$ cat src/rtl/aq_rtu_dtu_halt_ctrl_if.sv
// Retire-stage / DTU halt-handshake bundle between the RTU and the debug trigger unit.
// master drives retire info and DTU requests; slave is the RTU halt controller.
interface aq_rtu_dtu_halt_ctrl_if #(
  parameter int HINFO_W = 22,
  parameter int CAUSE_W = 4
);
  logic               retire_vld;
  logic               retire_mret;
  logic               retire_sret;
  logic               retire_expt_vld;
  logic [HINFO_W-1:0] ifu_retire_halt_info;
  logic [HINFO_W-1:0] lsu_retire_halt_info;
  logic               pipe_empty;
  logic               dtu_pending_halt;
  logic [CAUSE_W-1:0] dtu_cause;
  logic               had_resume;

  logic               rtu_dtu_retire_vld;
  logic               rtu_dtu_retire_mret;
  logic               rtu_dtu_retire_sret;
  logic [HINFO_W-1:0] rtu_dtu_retire_halt_info;
  logic               rtu_dtu_pending_ack;
  logic               rtu_dtu_halt_ack;
  logic               rtu_ifu_flush;
  logic               rtu_yy_xx_dbgon;
  logic [CAUSE_W-1:0] rtu_had_dbg_cause;
  logic               halt_timeout;

  modport master (
    output retire_vld, retire_mret, retire_sret, retire_expt_vld,
           ifu_retire_halt_info, lsu_retire_halt_info, pipe_empty,
           dtu_pending_halt, dtu_cause, had_resume,
    input  rtu_dtu_retire_vld, rtu_dtu_retire_mret, rtu_dtu_retire_sret,
           rtu_dtu_retire_halt_info, rtu_dtu_pending_ack, rtu_dtu_halt_ack,
           rtu_ifu_flush, rtu_yy_xx_dbgon, rtu_had_dbg_cause, halt_timeout
  );

  modport slave (
    input  retire_vld, retire_mret, retire_sret, retire_expt_vld,
           ifu_retire_halt_info, lsu_retire_halt_info, pipe_empty,
           dtu_pending_halt, dtu_cause, had_resume,
    output rtu_dtu_retire_vld, rtu_dtu_retire_mret, rtu_dtu_retire_sret,
           rtu_dtu_retire_halt_info, rtu_dtu_pending_ack, rtu_dtu_halt_ack,
           rtu_ifu_flush, rtu_yy_xx_dbgon, rtu_had_dbg_cause, halt_timeout
  );
endinterface

$ cat src/rtl/aq_rtu_dtu_halt_ctrl.sv
// Retire-side DTU responder: 1-cycle registered retire/halt-info path, halt FSM with same-cycle acks.
// No backpressure: the DTU holds dtu_pending_halt until acked or withdrawn; acks are single-cycle pulses.
module aq_rtu_dtu_halt_ctrl #(
  parameter int HINFO_W   = 22,
  parameter int CAUSE_W   = 4,
  parameter int FLUSH_MAX = 255
) (
  input logic                  forever_cpuclk,
  input logic                  cpurst_b,
  aq_rtu_dtu_halt_ctrl_if.slave bus
);

  typedef enum logic [2:0] {
    IDLE     = 3'd0,
    WAIT_BND = 3'd1,
    FLUSH    = 3'd2,
    DEBUG    = 3'd3,
    EXIT     = 3'd4
  } state_e;

  localparam logic [7:0] CNT_SAT  = 8'hff;
  localparam logic [7:0] CNT_LIM  = 8'(FLUSH_MAX);

  state_e             state_q;
  state_e             state_nxt;
  logic               pending_ack;
  logic               halt_ack;
  logic               boundary;
  logic [7:0]         flush_cnt_q;
  logic [7:0]         flush_cnt_inc;
  logic               dbgon_q;
  logic               timeout_q;
  logic [CAUSE_W-1:0] cause_q;
  logic               retire_vld_q;
  logic               retire_mret_q;
  logic               retire_sret_q;
  logic [HINFO_W-1:0] halt_info_q;

  assign boundary      = bus.retire_vld | bus.retire_expt_vld | bus.pipe_empty;
  assign flush_cnt_inc = (flush_cnt_q == CNT_SAT) ? flush_cnt_q : flush_cnt_q + 8'd1;

  always_ff @(posedge forever_cpuclk or negedge cpurst_b) begin
    if (!cpurst_b) begin
      state_q <= IDLE;
    end else begin
      state_q <= state_nxt;
    end
  end

  always_comb begin
    state_nxt   = state_q;
    pending_ack = 1'b0;
    halt_ack    = 1'b0;
    case (state_q)
      IDLE: begin
        if (bus.dtu_pending_halt && !dbgon_q) begin
          state_nxt = WAIT_BND;
        end
      end
      WAIT_BND: begin
        if (!bus.dtu_pending_halt) begin
          state_nxt = IDLE;
        end else if (boundary) begin
          pending_ack = 1'b1;
          state_nxt   = FLUSH;
        end
      end
      FLUSH: begin
        if (bus.pipe_empty) begin
          halt_ack  = 1'b1;
          state_nxt = DEBUG;
        end
      end
      DEBUG: begin
        if (bus.had_resume) begin
          state_nxt = EXIT;
        end
      end
      EXIT: begin
        state_nxt = IDLE;
      end
      default: begin
        state_nxt = IDLE;
      end
    endcase
  end

  // Flush-duration counter: restarts at each accepted request, saturates rather than wraps.
  always_ff @(posedge forever_cpuclk or negedge cpurst_b) begin
    if (!cpurst_b) begin
      flush_cnt_q <= 8'd0;
    end else if (pending_ack || (state_q == EXIT)) begin
      flush_cnt_q <= 8'd0;
    end else if (state_q == FLUSH) begin
      flush_cnt_q <= flush_cnt_inc;
    end
  end

  always_ff @(posedge forever_cpuclk or negedge cpurst_b) begin
    if (!cpurst_b) begin
      timeout_q <= 1'b0;
    end else if ((state_q == FLUSH) && (flush_cnt_inc == CNT_LIM)) begin
      timeout_q <= 1'b1;
    end
  end

  // dbgon trails halt_ack by one cycle and stays up through EXIT.
  always_ff @(posedge forever_cpuclk or negedge cpurst_b) begin
    if (!cpurst_b) begin
      dbgon_q <= 1'b0;
    end else if (halt_ack) begin
      dbgon_q <= 1'b1;
    end else if (state_q == EXIT) begin
      dbgon_q <= 1'b0;
    end
  end

  always_ff @(posedge forever_cpuclk or negedge cpurst_b) begin
    if (!cpurst_b) begin
      cause_q <= '0;
    end else if (pending_ack) begin
      cause_q <= bus.dtu_cause;
    end
  end

  always_ff @(posedge forever_cpuclk or negedge cpurst_b) begin
    if (!cpurst_b) begin
      retire_vld_q  <= 1'b0;
      retire_mret_q <= 1'b0;
      retire_sret_q <= 1'b0;
      halt_info_q   <= '0;
    end else begin
      retire_vld_q  <= bus.retire_vld;
      retire_mret_q <= bus.retire_mret;
      retire_sret_q <= bus.retire_sret;
      halt_info_q   <= bus.retire_vld ?
                       (bus.ifu_retire_halt_info | bus.lsu_retire_halt_info) : '0;
    end
  end

  assign bus.rtu_dtu_retire_vld       = retire_vld_q;
  assign bus.rtu_dtu_retire_mret      = retire_mret_q;
  assign bus.rtu_dtu_retire_sret      = retire_sret_q;
  assign bus.rtu_dtu_retire_halt_info = halt_info_q;
  assign bus.rtu_dtu_pending_ack      = pending_ack;
  assign bus.rtu_dtu_halt_ack         = halt_ack;
  assign bus.rtu_ifu_flush            = (state_q == FLUSH);
  assign bus.rtu_yy_xx_dbgon          = dbgon_q;
  assign bus.rtu_had_dbg_cause        = cause_q;
  assign bus.halt_timeout             = timeout_q;

endmodule
$ cat src/flat_wrapper.sv
// flat-port wrapper written by rule: the top's interface ports become plain ports
module aq_rtu_dtu_halt_ctrl_flat 
#(
  parameter int HINFO_W   = 22,
  parameter int CAUSE_W   = 4,
  parameter int FLUSH_MAX = 255
)
  (forever_cpuclk, cpurst_b, bus_retire_vld, bus_retire_mret, bus_retire_sret, bus_retire_expt_vld, bus_ifu_retire_halt_info, bus_lsu_retire_halt_info, bus_pipe_empty, bus_dtu_pending_halt, bus_dtu_cause, bus_had_resume, bus_rtu_dtu_retire_vld, bus_rtu_dtu_retire_mret, bus_rtu_dtu_retire_sret, bus_rtu_dtu_retire_halt_info, bus_rtu_dtu_pending_ack, bus_rtu_dtu_halt_ack, bus_rtu_ifu_flush, bus_rtu_yy_xx_dbgon, bus_rtu_had_dbg_cause, bus_halt_timeout);
  aq_rtu_dtu_halt_ctrl_if #(.HINFO_W(HINFO_W), .CAUSE_W(CAUSE_W)) bus_i ();
  input logic forever_cpuclk;
  input logic cpurst_b;
  input wire logic [$bits(bus_i.retire_vld)-1:0] bus_retire_vld;
  input wire logic [$bits(bus_i.retire_mret)-1:0] bus_retire_mret;
  input wire logic [$bits(bus_i.retire_sret)-1:0] bus_retire_sret;
  input wire logic [$bits(bus_i.retire_expt_vld)-1:0] bus_retire_expt_vld;
  input wire logic [$bits(bus_i.ifu_retire_halt_info)-1:0] bus_ifu_retire_halt_info;
  input wire logic [$bits(bus_i.lsu_retire_halt_info)-1:0] bus_lsu_retire_halt_info;
  input wire logic [$bits(bus_i.pipe_empty)-1:0] bus_pipe_empty;
  input wire logic [$bits(bus_i.dtu_pending_halt)-1:0] bus_dtu_pending_halt;
  input wire logic [$bits(bus_i.dtu_cause)-1:0] bus_dtu_cause;
  input wire logic [$bits(bus_i.had_resume)-1:0] bus_had_resume;
  output wire logic [$bits(bus_i.rtu_dtu_retire_vld)-1:0] bus_rtu_dtu_retire_vld;
  output wire logic [$bits(bus_i.rtu_dtu_retire_mret)-1:0] bus_rtu_dtu_retire_mret;
  output wire logic [$bits(bus_i.rtu_dtu_retire_sret)-1:0] bus_rtu_dtu_retire_sret;
  output wire logic [$bits(bus_i.rtu_dtu_retire_halt_info)-1:0] bus_rtu_dtu_retire_halt_info;
  output wire logic [$bits(bus_i.rtu_dtu_pending_ack)-1:0] bus_rtu_dtu_pending_ack;
  output wire logic [$bits(bus_i.rtu_dtu_halt_ack)-1:0] bus_rtu_dtu_halt_ack;
  output wire logic [$bits(bus_i.rtu_ifu_flush)-1:0] bus_rtu_ifu_flush;
  output wire logic [$bits(bus_i.rtu_yy_xx_dbgon)-1:0] bus_rtu_yy_xx_dbgon;
  output wire logic [$bits(bus_i.rtu_had_dbg_cause)-1:0] bus_rtu_had_dbg_cause;
  output wire logic [$bits(bus_i.halt_timeout)-1:0] bus_halt_timeout;
  assign bus_i.retire_vld = bus_retire_vld;
  assign bus_i.retire_mret = bus_retire_mret;
  assign bus_i.retire_sret = bus_retire_sret;
  assign bus_i.retire_expt_vld = bus_retire_expt_vld;
  assign bus_i.ifu_retire_halt_info = bus_ifu_retire_halt_info;
  assign bus_i.lsu_retire_halt_info = bus_lsu_retire_halt_info;
  assign bus_i.pipe_empty = bus_pipe_empty;
  assign bus_i.dtu_pending_halt = bus_dtu_pending_halt;
  assign bus_i.dtu_cause = bus_dtu_cause;
  assign bus_i.had_resume = bus_had_resume;
  assign bus_rtu_dtu_retire_vld = bus_i.rtu_dtu_retire_vld;
  assign bus_rtu_dtu_retire_mret = bus_i.rtu_dtu_retire_mret;
  assign bus_rtu_dtu_retire_sret = bus_i.rtu_dtu_retire_sret;
  assign bus_rtu_dtu_retire_halt_info = bus_i.rtu_dtu_retire_halt_info;
  assign bus_rtu_dtu_pending_ack = bus_i.rtu_dtu_pending_ack;
  assign bus_rtu_dtu_halt_ack = bus_i.rtu_dtu_halt_ack;
  assign bus_rtu_ifu_flush = bus_i.rtu_ifu_flush;
  assign bus_rtu_yy_xx_dbgon = bus_i.rtu_yy_xx_dbgon;
  assign bus_rtu_had_dbg_cause = bus_i.rtu_had_dbg_cause;
  assign bus_halt_timeout = bus_i.halt_timeout;
  aq_rtu_dtu_halt_ctrl #(.HINFO_W(HINFO_W), .CAUSE_W(CAUSE_W), .FLUSH_MAX(FLUSH_MAX)) u_core (.forever_cpuclk(forever_cpuclk), .cpurst_b(cpurst_b), .bus(bus_i));
endmodule
$ cat config.mk
export PLATFORM = sky130hd
export DESIGN_NAME = aq_rtu_dtu_halt_ctrl_flat
export DESIGN_NICKNAME = d
export VERILOG_FILES = /design/src/rtl/aq_rtu_dtu_halt_ctrl_if.sv /design/src/rtl/aq_rtu_dtu_halt_ctrl.sv /design/src/flat_wrapper.sv
export SDC_FILE = /design/constraint.sdc
export NUM_CORES = 1
export LEC_CHECK = 0
export ABC_AREA = 1
export CORE_MARGIN = 1
export CORE_UTILIZATION = 24
export DETAILED_ROUTE_END_ITERATION = 6
export PLACE_DENSITY = 0.52
export SYNTH_ARGS = -nofsm -noshare
export SYNTH_HDL_FRONTEND = slang
export SYNTH_SLANG_ARGS = --single-unit
$ cat constraint.sdc
create_clock -name forever_cpuclk -period 3 [get_ports forever_cpuclk]
set_input_delay 0.6 -clock forever_cpuclk [delete_from_list [all_inputs] [get_ports forever_cpuclk]]
set_output_delay 0.6 -clock forever_cpuclk [all_outputs]
set_load 0.03 [all_outputs]
### Word level (Yosys, flattened, before mapping)

Cells that the tools add are included.

| word-level totals | value |
|---|---|
| bits in registers | 42 |
| bits of input ports | 57 |
| output and inout port bits | 34 |
| word-level logic and storage cells | 48 |

| cells by class | value |
|---|---|
| add/subtract/negate cells | 1 |
| equal/unequal tests | 10 |
| multiplexer cells | 17 |
| bitwise gates (word level) | 3 |
| reductions and logical operators | 8 |

Operators by type and width:

| cell | number |
|---|---|
| 8-bit two-way mux | 3 |
| 22-bit two-way mux | 1 |
| 22-bit OR | 1 |
| 8-bit equality test, second input constant | 2 |
| 3-bit two-way mux | 5 |
| 3-bit one-hot mux with 4 select lines | 1 |
| 8-bit by 1-bit adder with 8-bit output, second input constant | 1 |
| 1-bit two-way mux | 7 |
| 3-bit by 2-bit equality test with 1-bit output, second input constant | 2 |
| 2-bit inequality test, second input constant | 2 |
| 4-bit AND reduction | 1 |
| 2-bit nonzero test | 2 |
| 3-bit by 1-bit equality test with 1-bit output, second input constant | 1 |
| 3-bit equality test, second input constant | 1 |
| 3-bit zero test | 1 |
| 3-bit by 2-bit inequality test with 1-bit output, second input constant | 1 |
| 1-bit logical AND | 2 |
| 2-bit by 1-bit inequality test with 1-bit output, second input constant | 1 |
| 1-bit OR | 2 |
| 1-bit zero test | 1 |
| 1-bit logical OR | 1 |

### Logic depth before layout (Yosys ltp)

| depth | value |
|---|---|
| depth in word-level cells | 7 |
| depth in mapped cells | 10 |
| mapped depth without buffers | 10 |

### Worst setup path before layout

OpenSTA, ideal clock, no wires.

| timing path | value |
|---|---|
| path kind | input port to output port |
| start point | input port bus_dtu_pending_halt |
| end point | output port bus_rtu_dtu_pending_ack |
| arrival | 1.099 ns |
| data required time | 2.400 ns |
| path slack | 1.301 ns |
| cell stages on the path | 3 |
| path buffers | 0 |
| cells stage by stage | nand4_1 -> nand2b_2 -> inv_4 |

| between the ends | value |
|---|---|
| word-level cells in the longest chain between the ends | 2 |

RTL lines:

| what | line | RTL |
|---|---|---|
| start: declaration | flat_wrapper.sv:19 | `input wire logic [$bits(bus_i.dtu_pending_halt)-1:0] bus_dtu_pending_halt;` |
| 1-bit two-way mux | aq_rtu_dtu_halt_ctrl.sv:61 | `if (!bus.dtu_pending_halt) begin` |
| 1-bit two-way mux | aq_rtu_dtu_halt_ctrl.sv:54 | `case (state_q)` |
| end: declaration | flat_wrapper.sv:26 | `output wire logic [$bits(bus_i.rtu_dtu_pending_ack)-1:0] bus_rtu_dtu_pending_ack;` |

Every way passes these cells.

### Worst setup path after layout

Ends and elaborated chain as after synthesis.

==> run summary <==
Worst Hold Class: input port to async pin
CTS buffer count: 5
Final Cell Area: 2892 um2
GR peak layer: met2
fin crit period: 2804 ps
Worst-Skew Late Latency: 290 ps
max_cap viols: 0
top_reg_cell synth: dfrtp_1
fin. max-slew vios: 0
GR Util met3: 0.05749
global routing usage on met1: 0.1437
die width: 88.04 um
largest net degree at the start of global routing: 43
flops & latches, synth: 42
Worst setup SP type: input port
Post-CTS Hold Buffers: 0
DR vias: 1629
sequential area share after synthesis: 0.5915
CP cell instances: clkdlybuf4s50_1 -> nand4_1 -> nand2b_2 -> inv_4 -> clkdlybuf4s50_1
# setup viols final: 0
H-tree levels: 2
VDD IR max: 0.0001812 V
drt wl/cell: 10.47 um
Die Height: 88.04 um
GP Congestion: 0.7965
Leak: 1.290 nW
Root Driver: clkbuf_8
DR vias/cell: 4.042
Placement Cell Area: 2796 um2
area delta synth->final: 62.75%
post-CTS sizing: 0
Placed Cells: 395
drc violations: 0
Worst path most repeated cell: clkdlybuf4s50_1
slack of the worst reg-to-reg path: 1460 ps
Synth area leader: dfrtp_1
Initial Util: 0.2463
Fill cells: 766
Avg Inst Size Synth: 8.583 um2
CP delay by family, top: buffers and inverters
wirelength, routed: 4220 um
core footprint: 7214 um2
Worst Tran Pin Value: 946.3 ps
clk buf depth: 2
EDFF count, synth: 0
CP max FO: 5
Antenna diodes: 0
Synth area leaders: dfrtp_1 59%, nor2_1 12%, nand2_1 11%
Worst-path clk slew: 80 ps
crit path buf inv count: 3
WP data required: 2400 ps
Max Freq: 356.6 MHz
input/output buffers: 90
RSZ-0062 raised after global routing: no
RR Startpoint: u_core.flush_cnt_q[0]
Cell Area, Synth: 1777 um2
syn nets: 265
share of layout cells above drive strength 1: 0.06579
Synth top area share: 0.5915
crit path DAT: 2200 ps
Final nets: 361
hpwl dp: 3188 um
stages on the worst setup path: 5
Overflow after GRT: 0
reg-to-reg endpoint: u_core.bus.halt_timeout
initial antenna violation count: 0
Synth top cells by count: 56 x nor2_1, 52 x nand2_1, 42 x dfrtp_1
First DRT Iteration DRCs: 63
Ys Warns: 0
most common cell in the netlist: nor2_1
Critical Path Max Stage Delay: 650 ps
CTS tree: built
die area: 7751 um2
Final ANT Viol Nets: 0
post-layout power: 1.719 mW
CP Class: input port to output pin
Post-Synthesis Cells: 207
Clock Skew: 4.385 ps
fraction of registers with async set/reset: 1.000
Final Non-Filler Cells: 403
# rows: 31
drt first pass iters: 4
Pwr per Cell Area: 594.6 nW/um2
Max-Slew Margin vs Limit: 0.3691
CP max stage cell: clkdlybuf4s50_1
post-synth cell types: 25
met2 Usage GRT: 0.1776
postcts setup bufs: 0
Final period util: 0.9347
clk sinks: 42
status: complete, no violations
num ports: 91
Setup crit end kind: output pin
Setup TNS: 0 ps
vias in the first global route: 1488
first-pass GRT wire length: 6879 um
Total GRT Usage: 0.1169
Final Hold Fails: 0
R2R depth: 9
[per-stage QoR]
| step | utilization | hold WS [ps] | setup slack [ps] |
|---|---|---|---|
| after global routing | 0.4008 | 500.9 | 142.5 |
| final | 0.4008 | 434.4 | 196.0 |
| after floorplan | - | 304.4 | 1301 |
| after CTS | 0.4008 | 473.2 | 183.8 |
| after global placement | 0.3876 | 452.2 | 216.5 |
| after detailed placement | 0.3876 | 450.7 | 189.5 |
[per-layer routing]
layer | vias up | wire [um]
met3 | 6 | 513
li1 | 828 | -
met4 | 0 | 52
met5 | - | 0
met2 | 77 | 1906
met1 | 718 | 1748
[kinds of logic after synthesis]
group	count (synthesis)	share of synthesized area
AOI/OAI and AO/OA	11	0.03380
buffers and inverters	20	0.04367
and+or+nand+nor	131	0.3141
adders and majority gates	1	0.007041
DFF	42	0.5916
xor gates and xnor gates	2	0.009861
[cell usage in the layout (no fill, tap or decap), types with 2 or more instances in the layout]
cell             count
clkdlybuf4s50_1     89
nor2_1              56
nand2_1             52
dfrtp_1             42
inv_1               16
nand3_1             11
o21ai_0              7
clkbuf_8             6
nor2_2               3
nor3_1               2
[state kept, by name, indices dropped and copies added, names as in the netlist]
register                             count
u_core.bus.rtu_dtu_retire_halt_info     22
u_core.flush_cnt_q                       8
u_core.bus.rtu_had_dbg_cause             4
u_core.state_q                           3
u_core.bus.halt_timeout                  1
u_core.bus.rtu_dtu_retire_mret           1
u_core.bus.rtu_dtu_retire_sret           1
u_core.bus.rtu_dtu_retire_vld            1
u_core.bus.rtu_yy_xx_dbgon               1
[worst reg2reg max path, cell delays in order (launching register included)]
cell	delay [ps]
dfrtp_1	420
ha_1	230
nand2_1	80
nor2_2	170
nand2_2	140
nand3_1	110
nand3_1	70
nor2_1	110
nand3_1	90
nand2_1	60
[final cells by class]
type / count / area [um2] / share of cell area
sequential: 42 / 1051 / 0.3635
tap: 99 / 123.9 / 0.04284
inverter: 18 / 70.07 / 0.02423
clock inverter: 2 / 12.51 / 0.004327
timing repair buffer: 91 / 903.4 / 0.3124
multi-input combinational: 145 / 648.1 / 0.2241
clock buffer: 6 / 82.58 / 0.02856
[report_power, final]
| part | total [mW] | internal (mW) | switching (mW) |
|---|---|---|---|
| registers | 0.704 | 0.648 | 0.0560 |
| logic | 0.632 | 0.275 | 0.357 |
| clock network | 0.383 | 0.185 | 0.198 |
[worst max-delay path by stage]
stage	startpoint	endpoint	slack (ps)
detailed placement	bus_dtu_pending_halt	bus_rtu_dtu_pending_ack	190
floorplan	bus_dtu_pending_halt	bus_rtu_dtu_pending_ack	1300
global route	bus_dtu_pending_halt	bus_rtu_dtu_pending_ack	140
global placement	bus_dtu_pending_halt	bus_rtu_dtu_pending_ack	220
CTS	bus_dtu_pending_halt	bus_rtu_dtu_pending_ack	180
finish	bus_dtu_pending_halt	bus_rtu_dtu_pending_ack	200
Power figures use the tool's default switching activity.
